**src/rtl/shell_pkg.sv**
```systemverilog
// Shared types and helpers for the per-tank shell pool.
//
// Contents:
//   dir_t        - shell / tank heading encoding (up, down, left, right)
//   GS_OVER      - game_state value that freezes and clears the pool
//   MAX_SLOTS    - upper bound on slot count accepted by lowest_free()
//   lowest_free  - index of the lowest inactive slot, or n when all are busy
package shell_pkg;

  typedef enum logic [1:0] {
    DIR_UP    = 2'd0,
    DIR_DOWN  = 2'd1,
    DIR_LEFT  = 2'd2,
    DIR_RIGHT = 2'd3
  } dir_t;

  localparam logic [1:0] GS_OVER   = 2'b10;
  localparam int         MAX_SLOTS = 32;

  // Fixed-bound loop keeps this a plain priority encoder; bits at or above n
  // are ignored so callers can zero-extend a narrower active vector.
  function automatic int lowest_free(input logic [MAX_SLOTS-1:0] active,
                                     input int                   n);
    int idx;
    idx = n;
    for (int i = MAX_SLOTS - 1; i >= 0; i--) begin
      if (i < n && !active[i]) idx = i;
    end
    return idx;
  endfunction

endpackage

```
**src/rtl/shell_slot.sv**
```systemverilog
// One projectile slot: active flag, latched heading, grid position, boundary
// expiry and (with SHELL_RANGE_EN defined) a per-flight step limit.
//
// Ports:
//   clk, rst        - clock, synchronous active-high reset
//   clear           - game over: drop the shell, park on the tank
//   tick            - shared movement strobe from the bank
//   load            - fire accepted into this slot (only asserted while idle)
//   dir_in          - tank heading, latched on load
//   tank_x, tank_y  - tank position; idle slots track it with one-cycle lag
//   vanish          - kill request from collision logic
//   pos_x, pos_y    - slot position
//   active          - 1 while the shell is in flight
//
// Optional build macro: SHELL_RANGE_EN (adds MAX_RANGE step limit).
module shell_slot
  import shell_pkg::*;
#(
  parameter int POS_W   = 6,
  parameter int MAP_MAX = 39
`ifdef SHELL_RANGE_EN
  ,
  parameter int MAX_RANGE = 16
`endif
) (
  input  logic             clk,
  input  logic             rst,
  input  logic             clear,
  input  logic             tick,
  input  logic             load,
  input  logic [1:0]       dir_in,
  input  logic [POS_W-1:0] tank_x,
  input  logic [POS_W-1:0] tank_y,
  input  logic             vanish,
  output logic [POS_W-1:0] pos_x,
  output logic [POS_W-1:0] pos_y,
  output logic             active
);

  localparam logic [POS_W-1:0] EDGE_HI = POS_W'(MAP_MAX);
  localparam logic [POS_W-1:0] ONE     = POS_W'(1);

  dir_t             dir_q;
  logic [POS_W-1:0] next_x;
  logic [POS_W-1:0] next_y;
  logic             at_edge;
  logic             expire;

  // The step that would leave the map is never computed into the position;
  // at_edge turns that tick into an expiry instead, so no wrap is visible.
  always_comb begin
    // NOTE: every always_comb output gets a default first so no path leaves
    // it unassigned, which would otherwise infer a latch.
    next_x  = pos_x;
    next_y  = pos_y;
    at_edge = 1'b0;
    case (dir_q)
      DIR_UP: begin
        at_edge = (pos_y == '0);
        next_y  = pos_y - ONE;
      end
      DIR_DOWN: begin
        at_edge = (pos_y == EDGE_HI);
        next_y  = pos_y + ONE;
      end
      DIR_LEFT: begin
        at_edge = (pos_x == '0);
        next_x  = pos_x - ONE;
      end
      default: begin
        at_edge = (pos_x == EDGE_HI);
        next_x  = pos_x + ONE;
      end
    endcase
  end

`ifdef SHELL_RANGE_EN
  localparam int RNG_W = $clog2(MAX_RANGE + 1);

  logic [RNG_W-1:0] steps;
  logic             range_done;

  // Reaching MAX_RANGE steps means the next tick would exceed the limit.
  assign range_done = (steps == RNG_W'(MAX_RANGE));
  assign expire     = at_edge | range_done;

  always_ff @(posedge clk) begin
    if (rst) begin
      steps <= '0;
    end else if (load && !active) begin
      steps <= '0;
    end else if (active && !clear && !vanish && tick && !expire) begin
      steps <= steps + RNG_W'(1);
    end
  end
`else
  assign expire = at_edge;
`endif

  // Priority: reset, game over, idle tracking / load, vanish, tick.
  always_ff @(posedge clk) begin
    // NOTE: sequential state uses non-blocking assignments so every register
    // samples the pre-edge values regardless of statement order.
    if (rst) begin
      active <= 1'b0;
      pos_x  <= '0;
      pos_y  <= '0;
      dir_q  <= DIR_UP;
    end else if (clear) begin
      active <= 1'b0;
      pos_x  <= tank_x;
      pos_y  <= tank_y;
    end else if (!active) begin
      pos_x <= tank_x;
      pos_y <= tank_y;
      if (load) begin
        active <= 1'b1;
        dir_q  <= dir_t'(dir_in);
      end
    end else if (vanish) begin
      active <= 1'b0;
    end else if (tick) begin
      if (expire) begin
        active <= 1'b0;
      end else begin
        pos_x <= next_x;
        pos_y <= next_y;
      end
    end
  end

endmodule

```
**src/rtl/shell_bank.sv**
```systemverilog
// Per-tank projectile pool. Owns the shared movement tick, fire cooldown,
// lowest-free slot selection, fire acknowledge and free-slot count; each slot
// is a shell_slot instance.
//
// Ports:
//   clk, rst           - clock, synchronous active-high reset
//   fire, fire_enable  - fire request and permission
//   game_state         - GS_OVER clears the pool every cycle it is held
//   dir_in             - tank heading (0 up, 1 down, 2 left, 3 right)
//   tank_x, tank_y     - tank grid position
//   vanish             - per-slot kill from collision logic
//   shell_x, shell_y   - packed positions, slot i at [i*POS_W +: POS_W]
//   shell_active       - per-slot in-flight flags
//   fire_ack           - one-cycle pulse when a fire is accepted
//   fire_slot          - slot index of the accepted fire
//   free_count         - number of inactive slots
//
// Optional build macro: SHELL_RANGE_EN (per-shell MAX_RANGE step limit).
module shell_bank
  import shell_pkg::*;
#(
  parameter int N_SHELL  = 5,
  parameter int POS_W    = 6,
  parameter int STEP_DIV = 400000,
  parameter int COOLDOWN = 8,
  parameter int MAP_MAX  = 39
`ifdef SHELL_RANGE_EN
  ,
  parameter int MAX_RANGE = 16
`endif
) (
  input  logic                       clk,
  input  logic                       rst,
  input  logic                       fire,
  input  logic                       fire_enable,
  input  logic [1:0]                 game_state,
  input  logic [1:0]                 dir_in,
  input  logic [POS_W-1:0]           tank_x,
  input  logic [POS_W-1:0]           tank_y,
  input  logic [N_SHELL-1:0]         vanish,
  output logic [N_SHELL*POS_W-1:0]   shell_x,
  output logic [N_SHELL*POS_W-1:0]   shell_y,
  output logic [N_SHELL-1:0]         shell_active,
  output logic                       fire_ack,
  output logic [$clog2(N_SHELL)-1:0] fire_slot,
  output logic [$clog2(N_SHELL+1)-1:0] free_count
);

  localparam int SEL_W  = $clog2(N_SHELL);
  localparam int FREE_W = $clog2(N_SHELL + 1);
  localparam int CNT_W  = (STEP_DIV > 1) ? $clog2(STEP_DIV) : 1;
  localparam int CD_W   = (COOLDOWN > 1) ? $clog2(COOLDOWN) : 1;

  logic [CNT_W-1:0]   tick_cnt;
  logic [CD_W-1:0]    cooldown;
  logic               tick;
  logic               game_over;
  logic               accept;
  int                 sel;
  logic [N_SHELL-1:0] load;

  assign game_over = (game_state == GS_OVER);
  assign tick      = (tick_cnt == CNT_W'(STEP_DIV - 1));

  // Selection sees registered flags only, so a slot freed on this edge
  // becomes selectable one cycle later.
  assign sel    = lowest_free(MAX_SLOTS'(shell_active), N_SHELL);
  assign accept = fire && fire_enable && (cooldown == '0) &&
                  !(&shell_active) && !game_over;

  always_ff @(posedge clk) begin
    if (rst || game_over) begin
      tick_cnt <= '0;
    end else if (tick) begin
      tick_cnt <= '0;
    end else begin
      tick_cnt <= tick_cnt + CNT_W'(1);
    end
  end

  // COOLDOWN-1 after an accept plus the accept cycle gives COOLDOWN cycles
  // between fires.
  always_ff @(posedge clk) begin
    if (rst || game_over) begin
      cooldown <= '0;
    end else if (accept) begin
      cooldown <= CD_W'(COOLDOWN - 1);
    end else if (cooldown != '0) begin
      cooldown <= cooldown - CD_W'(1);
    end
  end

  always_ff @(posedge clk) begin
    if (rst) begin
      fire_ack  <= 1'b0;
      fire_slot <= '0;
    end else begin
      fire_ack <= accept;
      if (accept) fire_slot <= SEL_W'(sel);
    end
  end

  for (genvar i = 0; i < N_SHELL; i++) begin : g_slot
    assign load[i] = accept && (sel == i);

    shell_slot #(
      .POS_W    (POS_W),
      .MAP_MAX  (MAP_MAX)
`ifdef SHELL_RANGE_EN
      ,
      .MAX_RANGE(MAX_RANGE)
`endif
    ) u_slot (
      .clk   (clk),
      .rst   (rst),
      .clear (game_over),
      .tick  (tick),
      .load  (load[i]),
      .dir_in(dir_in),
      .tank_x(tank_x),
      .tank_y(tank_y),
      .vanish(vanish[i]),
      .pos_x (shell_x[i*POS_W +: POS_W]),
      .pos_y (shell_y[i*POS_W +: POS_W]),
      .active(shell_active[i])
    );
  end

  always_comb begin
    free_count = '0;
    for (int i = 0; i < N_SHELL; i++) begin
      if (!shell_active[i]) free_count = free_count + FREE_W'(1);
    end
  end

endmodule

```
**config.mk**
```make
export PLATFORM = sky130hd
export DESIGN_NAME = shell_bank
export DESIGN_NICKNAME = d
export VERILOG_FILES = /design/src/rtl/shell_pkg.sv /design/src/rtl/shell_slot.sv /design/src/rtl/shell_bank.sv
export SDC_FILE = /design/constraint.sdc
export NUM_CORES = 1
export LEC_CHECK = 0
export CAP_MARGIN = 20
export CELL_PAD_IN_SITES_DETAIL_PLACEMENT = 0
export CELL_PAD_IN_SITES_GLOBAL_PLACEMENT = 1
export CORE_AREA = 4 4 128 130
export DETAILED_ROUTE_END_ITERATION = 8
export DIE_AREA = 0 0 132 134
export GPL_TIMING_DRIVEN = 0
export PLACE_DENSITY = 0.95
export SYNTH_ARGS = -nofsm -noshare
export SYNTH_HDL_FRONTEND = slang
export SYNTH_SLANG_ARGS = --single-unit
```
**constraint.sdc**
```tcl
create_clock -name clk -period 4.55 [get_ports clk]
set_input_delay 0.455 -clock clk [delete_from_list [all_inputs] [get_ports clk]]
set_output_delay 0.455 -clock clk [all_outputs]
set_load 0.01 [all_outputs]
```
# --- Yosys cells after proc, flatten, opt, wreduce, memory -nomap -nowiden ---
# Cells that the tools add are included.
op_classes:
  addsub: 26
  n_eq_ne: 51
  n_mux: 102
  n_bitwise: 6
  reduce_logical: 54
ops:
  columns: ["op", "count"]
  rows:
  - ["2-to-1 mux 6 bit", 50]
  - ["case mux 6 bit (2 select lines)", 10]
  - ["adder 6 x 1 -> 6 bit (second input constant)", 10]
  - ["== test 6 bit (second input constant)", 10]
  - ["zero test 6 bit", 10]
  - ["subtractor 6 x 1 -> 6 bit (second input constant)", 10]
  - ["inequality test 3 bit (second input constant)", 19]
  - ["AND reduction 4 bit", 10]
  - ["zero test 32 bit", 1]
  - ["2-to-1 mux 3 bit", 10]
  - ["2-to-1 mux 1 bit", 27]
  - ["inequality test 4 bit (second input constant)", 5]
  - ["adder 19 x 1 -> 19 bit (second input constant)", 1]
  - ["== test 19 bit (second input constant)", 1]
  - ["case mux 1 bit (3 select lines)", 5]
  - ["AND reduction 3 bit", 5]
  - ["OR reduction 2 bit", 7]
  - ["adder 3 x 1 -> 3 bit (second input constant)", 4]
  - ["== test 2 bit (second input constant)", 6]
  - ["== test 2 x 1 -> 1 bit (second input constant)", 5]
  - ["zero test 2 bit", 5]
  - ["logical AND 1 bit", 9]
  - ["== test 3 x 2 -> 1 bit (second input constant)", 2]
  - ["NOT 1 bit", 6]
  - ["other kinds (10)", 11]
word_totals:
  register_bits: 101
  input_bits: 25

# --- Depth between registers and ports, before layout ---
depth:
  ltp_word: 9
  depth_mapped: 10
  ltp_nobuf: 10

# --- Modules after synthesis ---
# Synthesis repeated with hierarchy kept, for this count alone.
unflattened:
  cells_unflattened: 804
  hier_area_um2: 7015.5
modules_own_cells:
  columns: ["mod", "instances", "cells_per_inst", "area_each_um2", "seq_area_each_um2"]
  rows:
  - ["shell_slot", 5, 127, 1109.8, 300.3]
  - ["shell_bank", 1, 169, 1466.4, 520.5]

# --- Least setup slack after synthesis ---
# OpenSTA, ideal clock, no wires.
synth_timing:
  path_kind: "reg-to-output"
  start: "reg g_slot[0].u_slot.active"
  end: "out free_count[2]"
  arrival_time_ns: 2.238
  t_required_ns: 4.095
  setup_slack_ns: 1.857
  stages_incl_launch_ff: 10
  cell_sequence: "dfxtp_1 > inv_1 > ha_1 > xnor2_1 > ha_1 > mux2_2 > ha_1 > nand2b_1 > xnor2_1 > xnor2_1"
synth_between:
  elab_chain_len: 9
synth_lines:
  columns: ["element", "line_no", "source"]
  rows:
  - ["from (decl)", "shell_slot.sv:37", "output logic active"]
  - ["from (signal assigned)", "shell_slot.sv:105", "active <= 1'b0;"]
  - ["from (signal assigned)", "shell_slot.sv:110", "active <= 1'b0;"]
  - ["from (signal assigned)", "shell_slot.sv:117", "active <= 1'b1;"]
  - ["2-to-1 mux 1 bit *", "shell_bank.sv:132", "if (!shell_active[i]) free_count = free_count + FREE_W'(1);"]
  - ["adder 3 x 1 -> 3 bit", "shell_bank.sv:132", null]
  - ["2-to-1 mux 3 bit *", "shell_bank.sv:132", null]
  - ["adder 3 x 1 -> 3 bit", "shell_bank.sv:132", null]
  - ["2-to-1 mux 3 bit *", "shell_bank.sv:132", null]
  - ["adder 3 x 1 -> 3 bit", "shell_bank.sv:132", null]
  - ["2-to-1 mux 3 bit *", "shell_bank.sv:132", null]
  - ["adder 3 x 1 -> 3 bit", "shell_bank.sv:132", null]
  - ["2-to-1 mux 3 bit *", "shell_bank.sv:132", null]
  - ["to (decl)", "shell_bank.sv:46", "output logic [$clog2(N_SHELL+1)-1:0] free_count"]
# Mark *: on every way between the ends. The rest lies on a longest branch, timed or not.

# --- Worst setup path after layout ---
# Ends and elaborated chain as after synthesis.

==> impl_metrics.tcl <==
set metrics [dict create \
    status "finished, final reports clean" \
    cts_buffers 9 \
    fmaxAchievable_mhz 259 \
    pre_cts_ws_ns 1.08 \
    min_period_ns 3.86 \
    grt_max_degree 16 \
    p_per_area_nw_per_um2 289 \
    synth-compound-area-share 0.194 \
    worst_path_max_delay_cell "dfxtp_1" \
    fill_cells 1441 \
    drtPass1Iterations 5 \
    final-setup-viol-count 0 \
    required_ns 4.09 \
    drive_gt1_frac 0.0545 \
    grtUsageTotal 0.213 \
    min_path_type "reg -> reg" \
    drv_slew 0 \
    cts_root_buffer "clkbuf_16" \
    cp-start-kind "flop" \
    dpl.hpwl_um 14200 \
    cts-htree-levels 3 \
    antenna_found_initial 0 \
    num_vias 6302 \
    ys_types 68 \
    yosysWarnings 0 \
    end_kind "output port" \
    critPathArrivalTime_ns 3.41 \
    routed_wl_um 19000 \
    combPwrFrac 0.208 \
    cts_tree "yes" \
    clkPwrFrac 0.364 \
    cts_resized 0 \
    rr_worst_depth 10 \
    switching_share 0.281 \
    syn_inst 788 \
    seqPwrFrac 0.428 \
    fin_skew_ns 0.00859 \
    synth_edf_count 0 \
    yosys_register_bits 101 \
    finish.instance_area_um2 8080 \
    nets 957 \
    portBuffers 95 \
    synth.avg_cell_area_um2 8.34 \
    tightestPinTransition_ns 0.754 \
    synth_flop_cell "dfxtp_1" \
    crit_type "reg -> out" \
    hold_viol_final 0 \
    place.gp.congestion 0.890 \
    fp.dieH_um 134 \
    synth_mux_area_frac 0.0554 \
    yosys.area_share.simple 0.230 \
    seq_area_frac_synth 0.308 \
    io_pins 97 \
    cts_setup_buffers 0 \
    cts.sinks 101 \
    grt-ovfl-total 0 \
    ant_nets 0 \
    holdPathStages 1 \
    fin_ws_ns 0.686 \
    synth_top_family_by_area "simple AND/OR/NAND/NOR gates" \
    maxCapViolCount 0 \
    p_leak_uw 0.00297 \
    cp_slowest_stage_delay_ns 0.55 \
    vias_per_cell 5.80 \
    max_slew_margin 0.493 \
    drtIter0Drc 437 \
    p_sw_uw 657 \
    dieArea_um2 17700 \
    start_util 0.434 \
    ctsHoldBuffers 0 \
    die_w_um 132 \
    syn_nets 851 \
    min_period_over_period 0.849 \
    area_growth_pct 23.0 \
    clkSlewWorstSetupHoldPaths_ns 0.07 \
    ys_async_sr_fraction 0 \
    rsz0062_at_grt "false" \
    row_count 45 \
    irDropWorstVdd_mv 0.160 \
    synth_fa_ha_area_frac 0.0781 \
    tns_ns 0 \
    worstSkewPairLatency_ns 0.35 \
    place_area_um2 7750 \
    grt_pass1_vias 5933 \
    wl_per_cell_um 17.5 \
    power.internal_uw 1680 \
    final_core_util 0.534 \
    syn_area_um2 6570 \
    antenna_cells 0 \
    drc 0 \
    core_area_um2 15100 \
    yosys.area_share.xor_xnor 0.100 \
    grt_pass1_wl_um 30700 \
    critPathMaxFanout 9 \
    path_cells "inv_1 > ha_1 > xnor2_1 > ha_1 > mux2_2 > ha_1 > nand2b_1 > xnor2_1 > xnor2_1 > clkdlybuf4s50_1" \
    cts.path.max_buffers 2 \
]
[Yosys cell counts, drive strengths merged (4+ instances only)]
cell / count / area share
a211oi: 27 / 0.032
a21o: 13 / 0.015
a21oi: 60 / 0.046
a311oi: 4 / 0.0053
a31oi: 12 / 0.011
and2: 5 / 0.0048
buf: 8 / 0.0090
clkbuf: 31 / 0.018
dfxtp: 101 / 0.31
fa: 5 / 0.015
ha: 33 / 0.063
inv: 13 / 0.0074
mux2i: 33 / 0.050
nand2: 51 / 0.030
nand2b: 16 / 0.016
nand3: 29 / 0.023
nand4: 22 / 0.022
nor2: 87 / 0.050
nor3: 22 / 0.024
nor4: 10 / 0.0095
o21ai: 49 / 0.037
o21bai: 5 / 0.0057
or3: 12 / 0.011
or4: 12 / 0.014
xnor2: 40 / 0.053
xor2: 35 / 0.047
[layout by cell type (no fill, tap or decap), drive strengths merged, types with 10 or more instances in the layout]
cell type and count:
a21oi 60, o21ai 49, nand3 29, a31oi 12, or3 12, ha 33
or4 12, clkbuf 43, xnor2 40, nor4 10, xor2 35, a21o 13
inv 13, mux2i 33, nand2b 16, dfxtp 101, a211oi 27, nand4 22
nor2 87, nand2 51, nor3 22, clkdlybuf4s50 95
[power groups by stage]
stage / sequential (µW) / clock, µW / combinational, µW
after floorplan: 1020 / 0 / 289
after global placement: 1020 / 0 / 476
after detailed placement: 1020 / 0 / 481
after CTS: 998 / 861 / 486
after global routing: 1010 / 893 / 537
final: 999 / 852 / 486
[stage by stage]
step | hold slack (ns) | instances | power (µW)
final | 0.443 | 1087 | 2340
after global routing | 0.460 | 1087 | 2440
after CTS | 0.447 | 1087 | 2340
after detailed placement | 0.433 | 1071 | 1500
after global placement | 0.431 | 1071 | 1490
after floorplan | 0.418 | 788 | 1300
[metal layers]
layer  vias up  global-route usage  wire (µm)
met5         -                   0          0
met4         0              0.0723        354
met3        28              0.0371       1090
met2       194               0.351       8760
met1      2982               0.284       8780
li1       3098                   -          -
[flip-flops by register name, summed over array words and instances (netlist names)]
signal and count:
cooldown 3, fire_ack 1, fire_slot 3, g_slot.u_slot.active 5
g_slot.u_slot.dir_q 10, g_slot.u_slot.pos_x 30, g_slot.u_slot.pos_y 30, tick_cnt 19
[logic make-up (layout without fill, tap and decap cells)]
logic type | Yosys count | after routing
multiplexers | 36 | 36
adder cells (fa/ha/maj) | 38 | 38
XOR/XNOR | 75 | 75
buffers and inverters | 52 | 163
AO/OA/AOI/OAI | 200 | 200
flip-flops | 101 | 101
AND/OR/NAND/NOR | 286 | 286
[layout make-up]
class                           count  area (µm²)  share of cell area
Tap cell                          188         235              0.0291
Buffer                             39         175              0.0217
Multi-Input combinational cell    635        4320               0.535
Clock buffer                       12         256              0.0317
Clock inverter                      4        70.1             0.00867
Sequential cell                   101        2020               0.250
Inverter                           13        48.8             0.00604
Timing Repair Buffer               95         951               0.118
[worst max-delay path, delay by kind of cell (launching register included)]
kind / cells / cell delay (ns)
muxes: 1 / 0.28
DFF: 1 / 0.55
buffers and inverters: 2 / 0.80
xor gates and xnor gates: 3 / 0.51
adders and majority gates: 3 / 0.83
and+or+nand+nor: 1 / 0.08
[worst paths after layout]
| kind | end | slack, ns | from |
|---|---|---|---|
| worst min register to register | tick_cnt[0]$_SDFF_PP0_ | 0.44 | tick_cnt[0]$_SDFF_PP0_ |
| worst max-delay path | free_count[2] | 0.69 | g_slot[0].u_slot.active$_SDFF_PP0_ |
| worst max register to register | g_slot[2].u_slot.pos_x[4]$_SDFFE_PP0P_ | 2.05 | g_slot[2].u_slot.dir_q[1]$_SDFFE_PP0P_ |
| worst min-delay path | tick_cnt[0]$_SDFF_PP0_ | 0.44 | tick_cnt[0]$_SDFF_PP0_ |
No activity file was read; power rests on OpenSTA's default activity.
